### config.mk
export PLATFORM = sky130hd
export DESIGN_NAME = alu_fsm
export DESIGN_NICKNAME = d
export VERILOG_FILES = /design/src/rtl/alu_fsm_pkg.sv /design/src/rtl/alu_fsm_nzp_match.sv /design/src/rtl/alu_fsm.sv
export SDC_FILE = /design/constraint.sdc
export NUM_CORES = 1
export LEC_CHECK = 0
export CAP_MARGIN = 40
export CORE_AREA = 2 2 39 41
export CTS_BUF_LIST = sky130_fd_sc_hd__clkbuf_4
export CTS_CLUSTER_DIAMETER = 200
export DETAILED_ROUTE_END_ITERATION = 10
export DIE_AREA = 0 0 41 43
export GPL_TIMING_DRIVEN = 0
export HOLD_SLACK_MARGIN = 0.03
export PLACE_DENSITY = 0.47
export SETUP_SLACK_MARGIN = 0.4
export SLEW_MARGIN = 20
export SYNTH_ARGS = -nofsm -noshare
export SYNTH_HDL_FRONTEND = slang
export SYNTH_SLANG_ARGS = --single-unit
### constraint.sdc
create_clock -name clka -period 1.5 [get_ports clka]
set_clock_uncertainty 0.15 [all_clocks]
set_input_delay 0.3 -clock clka [delete_from_list [all_inputs] [get_ports clka]]
set_output_delay 0.3 -clock clka [all_outputs]
set_load 0.02 [all_outputs]
### src/rtl/alu_fsm_pkg.sv
// Shared types and helpers for the condition-code / branch-decision controller.
// The N/Z/P encodings match the datapath's state_out debug vector.
package alu_fsm_pkg;

    typedef enum logic [2:0] {
        CC_IDLE = 3'b000,
        CC_N    = 3'b100,
        CC_Z    = 3'b010,
        CC_P    = 3'b001
    } cc_t;

    typedef enum logic {
        PH_FSM = 1'b0,
        PH_PC  = 1'b1
    } phase_t;

    localparam int SO_PHASE_BIT = 3;
    localparam int SO_N_BIT     = 2;
    localparam int SO_Z_BIT     = 1;
    localparam int SO_P_BIT     = 0;

    // Priority N > Z > P; with no flag set the current code is kept.
    function automatic cc_t cc_load(input cc_t cur, input logic n, input logic z, input logic p);
        cc_t res;
        if (n) begin
            res = CC_N;
        end else if (z) begin
            res = CC_Z;
        end else if (p) begin
            res = CC_P;
        end else begin
            res = cur;
        end
        return res;
    endfunction

endpackage

### src/rtl/alu_fsm_nzp_match.sv
// Combinational branch-condition match: decoder mask against held code, gated by br.
// Shared with the decoder's branch unit, so kept as its own block.
module alu_fsm_nzp_match
    import alu_fsm_pkg::*;
(
    input  logic       i_br,
    input  logic [2:0] i_dec,
    input  cc_t        i_cc,
    output logic       o_taken
);

    logic [2:0] w_cc_bits;

    assign w_cc_bits = i_cc;

    // IDLE has no bit set, so it can never produce a taken branch.
    always_comb begin
        o_taken = 1'b0;
        if (i_br) begin
            o_taken = |(i_dec & w_cc_bits);
        end else begin
            o_taken = 1'b0;
        end
    end

endmodule

### src/rtl/alu_fsm.sv
// Condition-code and branch-decision controller alternating PC and FSM cycles.
// Codes latch on FSM edges; branch decisions use the code held before that edge.
module alu_fsm
    import alu_fsm_pkg::*;
(
    input  logic       clka,
    input  logic       reset_in,
    input  logic       n_dec_in,
    input  logic       z_dec_in,
    input  logic       p_dec_in,
    input  logic       n_alu_in,
    input  logic       z_alu_in,
    input  logic       p_alu_in,
    input  logic       we_reg_in,
    input  logic       br_in,
    output logic       pc_ctl_0_out,
    output logic       pc_latch_clkedge,
    output logic [3:0] state_out
);

    phase_t     r_phase;
    cc_t        r_cc;
    logic       r_pc_ctl;
    logic       w_taken;
    logic [2:0] w_dec;
    logic [2:0] w_cc_bits;

    assign w_dec = {n_dec_in, z_dec_in, p_dec_in};

    alu_fsm_nzp_match u_nzp_match (
        .i_br    (br_in),
        .i_dec   (w_dec),
        .i_cc    (r_cc),
        .o_taken (w_taken)
    );

    // Phase sequencer, condition-code latch and registered PC-select.
    always_ff @(posedge clka) begin
        if (!reset_in) begin
            r_phase  <= PH_PC;
            r_cc     <= CC_IDLE;
            r_pc_ctl <= 1'b0;
        end else begin
            case (r_phase)
                PH_PC: begin
                    r_phase  <= PH_FSM;
                    r_pc_ctl <= 1'b0;
                end
                PH_FSM: begin
                    r_phase  <= PH_PC;
                    r_pc_ctl <= w_taken;
                    if (we_reg_in) begin
                        r_cc <= cc_load(r_cc, n_alu_in, z_alu_in, p_alu_in);
                    end else begin
                        r_cc <= r_cc;
                    end
                end
                default: begin
                    r_phase  <= PH_PC;
                    r_cc     <= CC_IDLE;
                    r_pc_ctl <= 1'b0;
                end
            endcase
        end
    end

    assign w_cc_bits        = r_cc;
    assign pc_ctl_0_out     = r_pc_ctl;
    assign pc_latch_clkedge = (r_phase == PH_PC);

    assign state_out[SO_PHASE_BIT] = (r_phase == PH_PC);
    assign state_out[SO_N_BIT]     = w_cc_bits[2];
    assign state_out[SO_Z_BIT]     = w_cc_bits[1];
    assign state_out[SO_P_BIT]     = w_cc_bits[0];

endmodule

# Word-level counts from Yosys, hierarchy flattened
# Index checks and enable logic that the tools add are counted.
word_totals:
  reg_bits: 5
  output_inout_bits: 6
classes:
  mux: 6
  bitwise: 2
  reduce_logical: 3
ops:
  columns: ["operator", "count"]
  rows:
  - ["two-way mux 3 bit", 3]
  - ["case mux 1 bit (2 select lines)", 2]
  - ["AND 3 bit", 1]
  - ["AND reduction 3 bit", 1]
  - ["nonzero test 3 bit", 1]
  - ["OR reduction 3 bit", 1]
  - ["two-way mux 1 bit", 1]
  - ["inverter 1 bit", 1]

# Longest topological paths before layout
depth:
  depth_word: 4
  depth_mapped: 3
  mapped_depth_nobuf: 3

# Modules after synthesis
# From an unflattened synthesis, not the netlist that was laid out.
hier_totals:
  hier_cells: 24
  hier_area_um2: 211.5
by_module_without_submodules:
  columns: ["module", "instances", "cells_per_inst", "area_each_um2", "seq_area_each_um2"]
  rows:
  - ["alu_fsm", 1, 22, 195.2, 100.1]
  - ["alu_fsm_nzp_match", 1, 2, 16.3, 0.0]

# Worst setup path before layout
# OpenSTA, ideal clock, no wires.
synth_path:
  kind: "register to register"
  startpoint: "register r_phase, in the netlist pc_latch_clkedge"
  endpoint: "register r_cc[0]"
  t_arrival_ns: 0.878
  required_ns: 1.233
  setup_slack_ns: 0.355
  path_stages_with_launch: 4
  n_path_buf: 0
  period_less_slack_ns: 1.145
  path_cell_list: "dfxtp_1 > and2b_1 > a21oi_1 > nor2_1"
synth_via:
  elab_chain_len: 2
synth_lines:
  columns: ["item", "line_no", "text"]
  rows:
  - ["start, declared", "alu_fsm.sv:21", "phase_t r_phase;"]
  - ["start signal, assigned", "alu_fsm.sv:40", "r_phase <= PH_PC;"]
  - ["start signal, assigned", "alu_fsm.sv:46", "r_phase <= PH_FSM;"]
  - ["start signal, assigned", "alu_fsm.sv:50", "r_phase <= PH_PC;"]
  - ["inverter 1 bit", null, null]
  - ["AND reduction 3 bit (no line)", null, null]
  - ["end signal, assigned", "alu_fsm.sv:53", "r_cc <= cc_load(r_cc, n_alu_in, z_alu_in, p_alu_in);"]
  - ["end signal, assigned", "alu_fsm.sv:55", "r_cc <= r_cc;"]
  - ["end, declared", "alu_fsm.sv:22", "cc_t r_cc;"]
# Every way passes these cells.
# A chain may end at the register's enable or synchronous reset.

# Worst setup path in the final report
layout_path:
  startpoint: "register r_phase, in the netlist pc_latch_clkedge"
  endpoint: "output state_out[3]"
layout_lines:
  columns: ["item", "line_no", "text"]
  rows:
  - ["end, declared", "alu_fsm.sv:18", "output logic [3:0] state_out"]
# No word-level cell between the ends.

==> flow_summary.yaml <==
timing:
  rsz0062_at_grt: "yes"
  finalHoldViolCount: 0
  max_slew_margin_pct: 80.1
  post-route-period-util_pct: 82.4
  worst_pin_slew_ns: 0.299
  finalMaxSlewViolations: 0
  finalSetupTns_ns: 0
  fin_crit_ns: 1.24
  setup_violations: 0
  fmax_mhz: 809
power:
  peakVddDrop_mv: 0.370
  power_density_nw_per_um2: 890
  leakage_nw: 0.196
  p_total_uw: 399
route:
  wirelength_met1_um: 241
  met3_length_um: 61
  firstDrtPassIters: 4
  drtAntennaViolNets: 0
  drt_iter0_drc: 6
  vias: 245
  wirelength_um: 546
  drc_errors: 0
  avgViaCountPerCell: 3.95
  routed.top_layer: "met3"
  wl_met2_um: 243
  routedWlPerCell_um: 8.81
placement:
  gp_congestion: 0.654
  io_buffers: 15
  dp_cells: 55
worst_setup_path:
  worstPathRequired_ns: 1.05
  crit_path_max_fanout: 3
  startpoint_type: "register"
  cp-end-kind: "primary output"
  cp_data_arrival_time_ns: 0.79
  worstSetupPathType: "reg2out"
finish:
  multi_input_area_sq_um: 110
  regArea_sq_um: 106
  final_nets: 57
  antenna_cells: 0
  final_util_pct: 32.4
  drive_gt1_share_pct: 47.8
  layout.cells.non_filler: 62
  area_delta_synth_final_pct: 118
  fillers: 153
clock_network:
  clk_path_buf_depth: 2
  htree_levels: 1
  clockRootBuffer: "clkbuf_4"
  numClockSinks: 5
  cts_tree: "done"
  ctsHoldBuffers: 0
  clk_pin_slew_ns: 0.05
  clk_latency_ns: 0.25
  cts_buffers: 3
logic_synthesis:
  ys_top_cells_by_area: "dfxtp_1 (49%), a21boi_1 (7.3%), nor2_1 (7.3%)"
  synth_top_area_share_pct: 48.8
  ys_warn_count: 0
  yosysSeqAreaShare_pct: 48.8
  ys_ff_latch: 5
  postSynthCellCount: 24
  synth_cell_types: 13
  synth.net_count: 34
  synth_area_per_cell_sq_um: 8.55
  netlist_area_sq_um: 205
  synth_top_area_cell: "dfxtp_1"
global_routing:
  antenna_found_initial: 0
  grt_pass1_vias: 230
  grt_start_max_net_pins: 6
  grtUsageTotal_pct: 7.73
  overflow: 0
  grt_first_pass_wirelength_um: 834
floorplan:
  die_area_sq_um: 1760
  fp.coreArea_sq_um: 1380
  die_h_um: 43
  die_w_um: 41
  placementRows: 14
  start_util_pct: 14.8
  io_pins: 16
run_status:
  status: "completed"
flow_run:
  drv_cap: 0
hold_path:
  hold_class: "in2reg"
==> through the flow <==
step,instance area [sq um],setup WS [ns],hold WS [ns]
2_1_floorplan,206,0.453,0.220
3_3_place_gp,377,0.00695,0.257
3_5_place_dp,377,0.0136,0.255
4_1_cts,428,0.247,0.340
5_1_grt,448,0.233,0.348
6_report,448,0.264,0.345
==> report_power, final <==
group / internal (mW) / leakage (nW) / switching [mW]
Sequential: 0.139 / 0.0426 / 0.00443
Combinational: 0.0460 / 0.135 / 0.0286
Clock: 0.119 / 0.0184 / 0.0612
Total: 0.304 / 0.196 / 0.0942
==> cells in the final DEF (no fill, tap or decap) <==
cell type and count:
nand2b_4 1, and2b_2 1, dlygate4sd2_1 3, o21ai_1 3
nor3_1 1, nand2_1 3, nor2_1 4, a21boi_1 2
nand3b_1 1, buf_6 6, buf_2 1, dfxtp_2 5
clkdlybuf4s50_1 6, clkbuf_4 4, a222oi_1 1, buf_4 3
a21oi_2 1
==> cell type report <==
class | instances | share of cell area (%)
flip-flops and latches | 5 | 23.7
clock buffers | 4 | 6.70
well taps | 16 | 4.47
repair buffers | 18 | 38.0
multi-input cells | 18 | 24.6
plain buffers | 1 | 2.51
==> flip-flops by register name, indices dropped and copies added (netlist names) <==
register          flops
pc_ctl_0_out          1
r_cc                  3
pc_latch_clkedge      1
==> worst max-delay path, cell delays in order, from the launching register on <==
cell	delay, ns
dfxtp_2	0.32
buf_6	0.11
buf_6	0.12
==> cell families after synthesis <==
family          after synthesis  synth area share, %
simple gates                 11                 25.6
compound gates                7                 21.9
buf+inv                       1                 3.66
flops                         5                 48.8
==> Yosys cell counts, drive strengths merged <==
library cell and count:
a21boi 2, a21oi 1, a222oi 1, and2b 1, buf 1, dfxtp 5
nand2 3, nand2b 1, nand3b 1, nor2 4, nor3 1, o21ai 3
==> repair_timing <==
| action | in CTS | in global routing |
|---|---|---|
| endpoints found under the setup margin | 9 | 9 |
| resized for setup | 43 | 3 |
| gates cloned | 0 | 0 |
| buffers inserted | 2 | 1 |
| pin swaps | 5 | 2 |
==> routing by layer <==
layer	global-route usage, %	vias up
met4	4.00	0
met2	10.6	12
met5	0	-
met1	7.07	105
li1	-	128
met3	7.85	0
==> final timing paths <==
path	slack, ns	from	end	cells past startpoint
worst max register to register	0.39	r_cc[1]$_SDFFE_PN0P_	pc_ctl_0_out$_SDFF_PP0_	3
worst max-delay path	0.26	pc_latch_clkedge$_SDFF_PN1_	state_out[3]	2
worst min register to register	0.35	r_cc[1]$_SDFFE_PN0P_	r_cc[1]$_SDFFE_PN0P_	2
worst min-delay path	0.34	z_dec_in	pc_ctl_0_out$_SDFF_PP0_	3
Note: power is estimated with default switching activity, not from simulation.
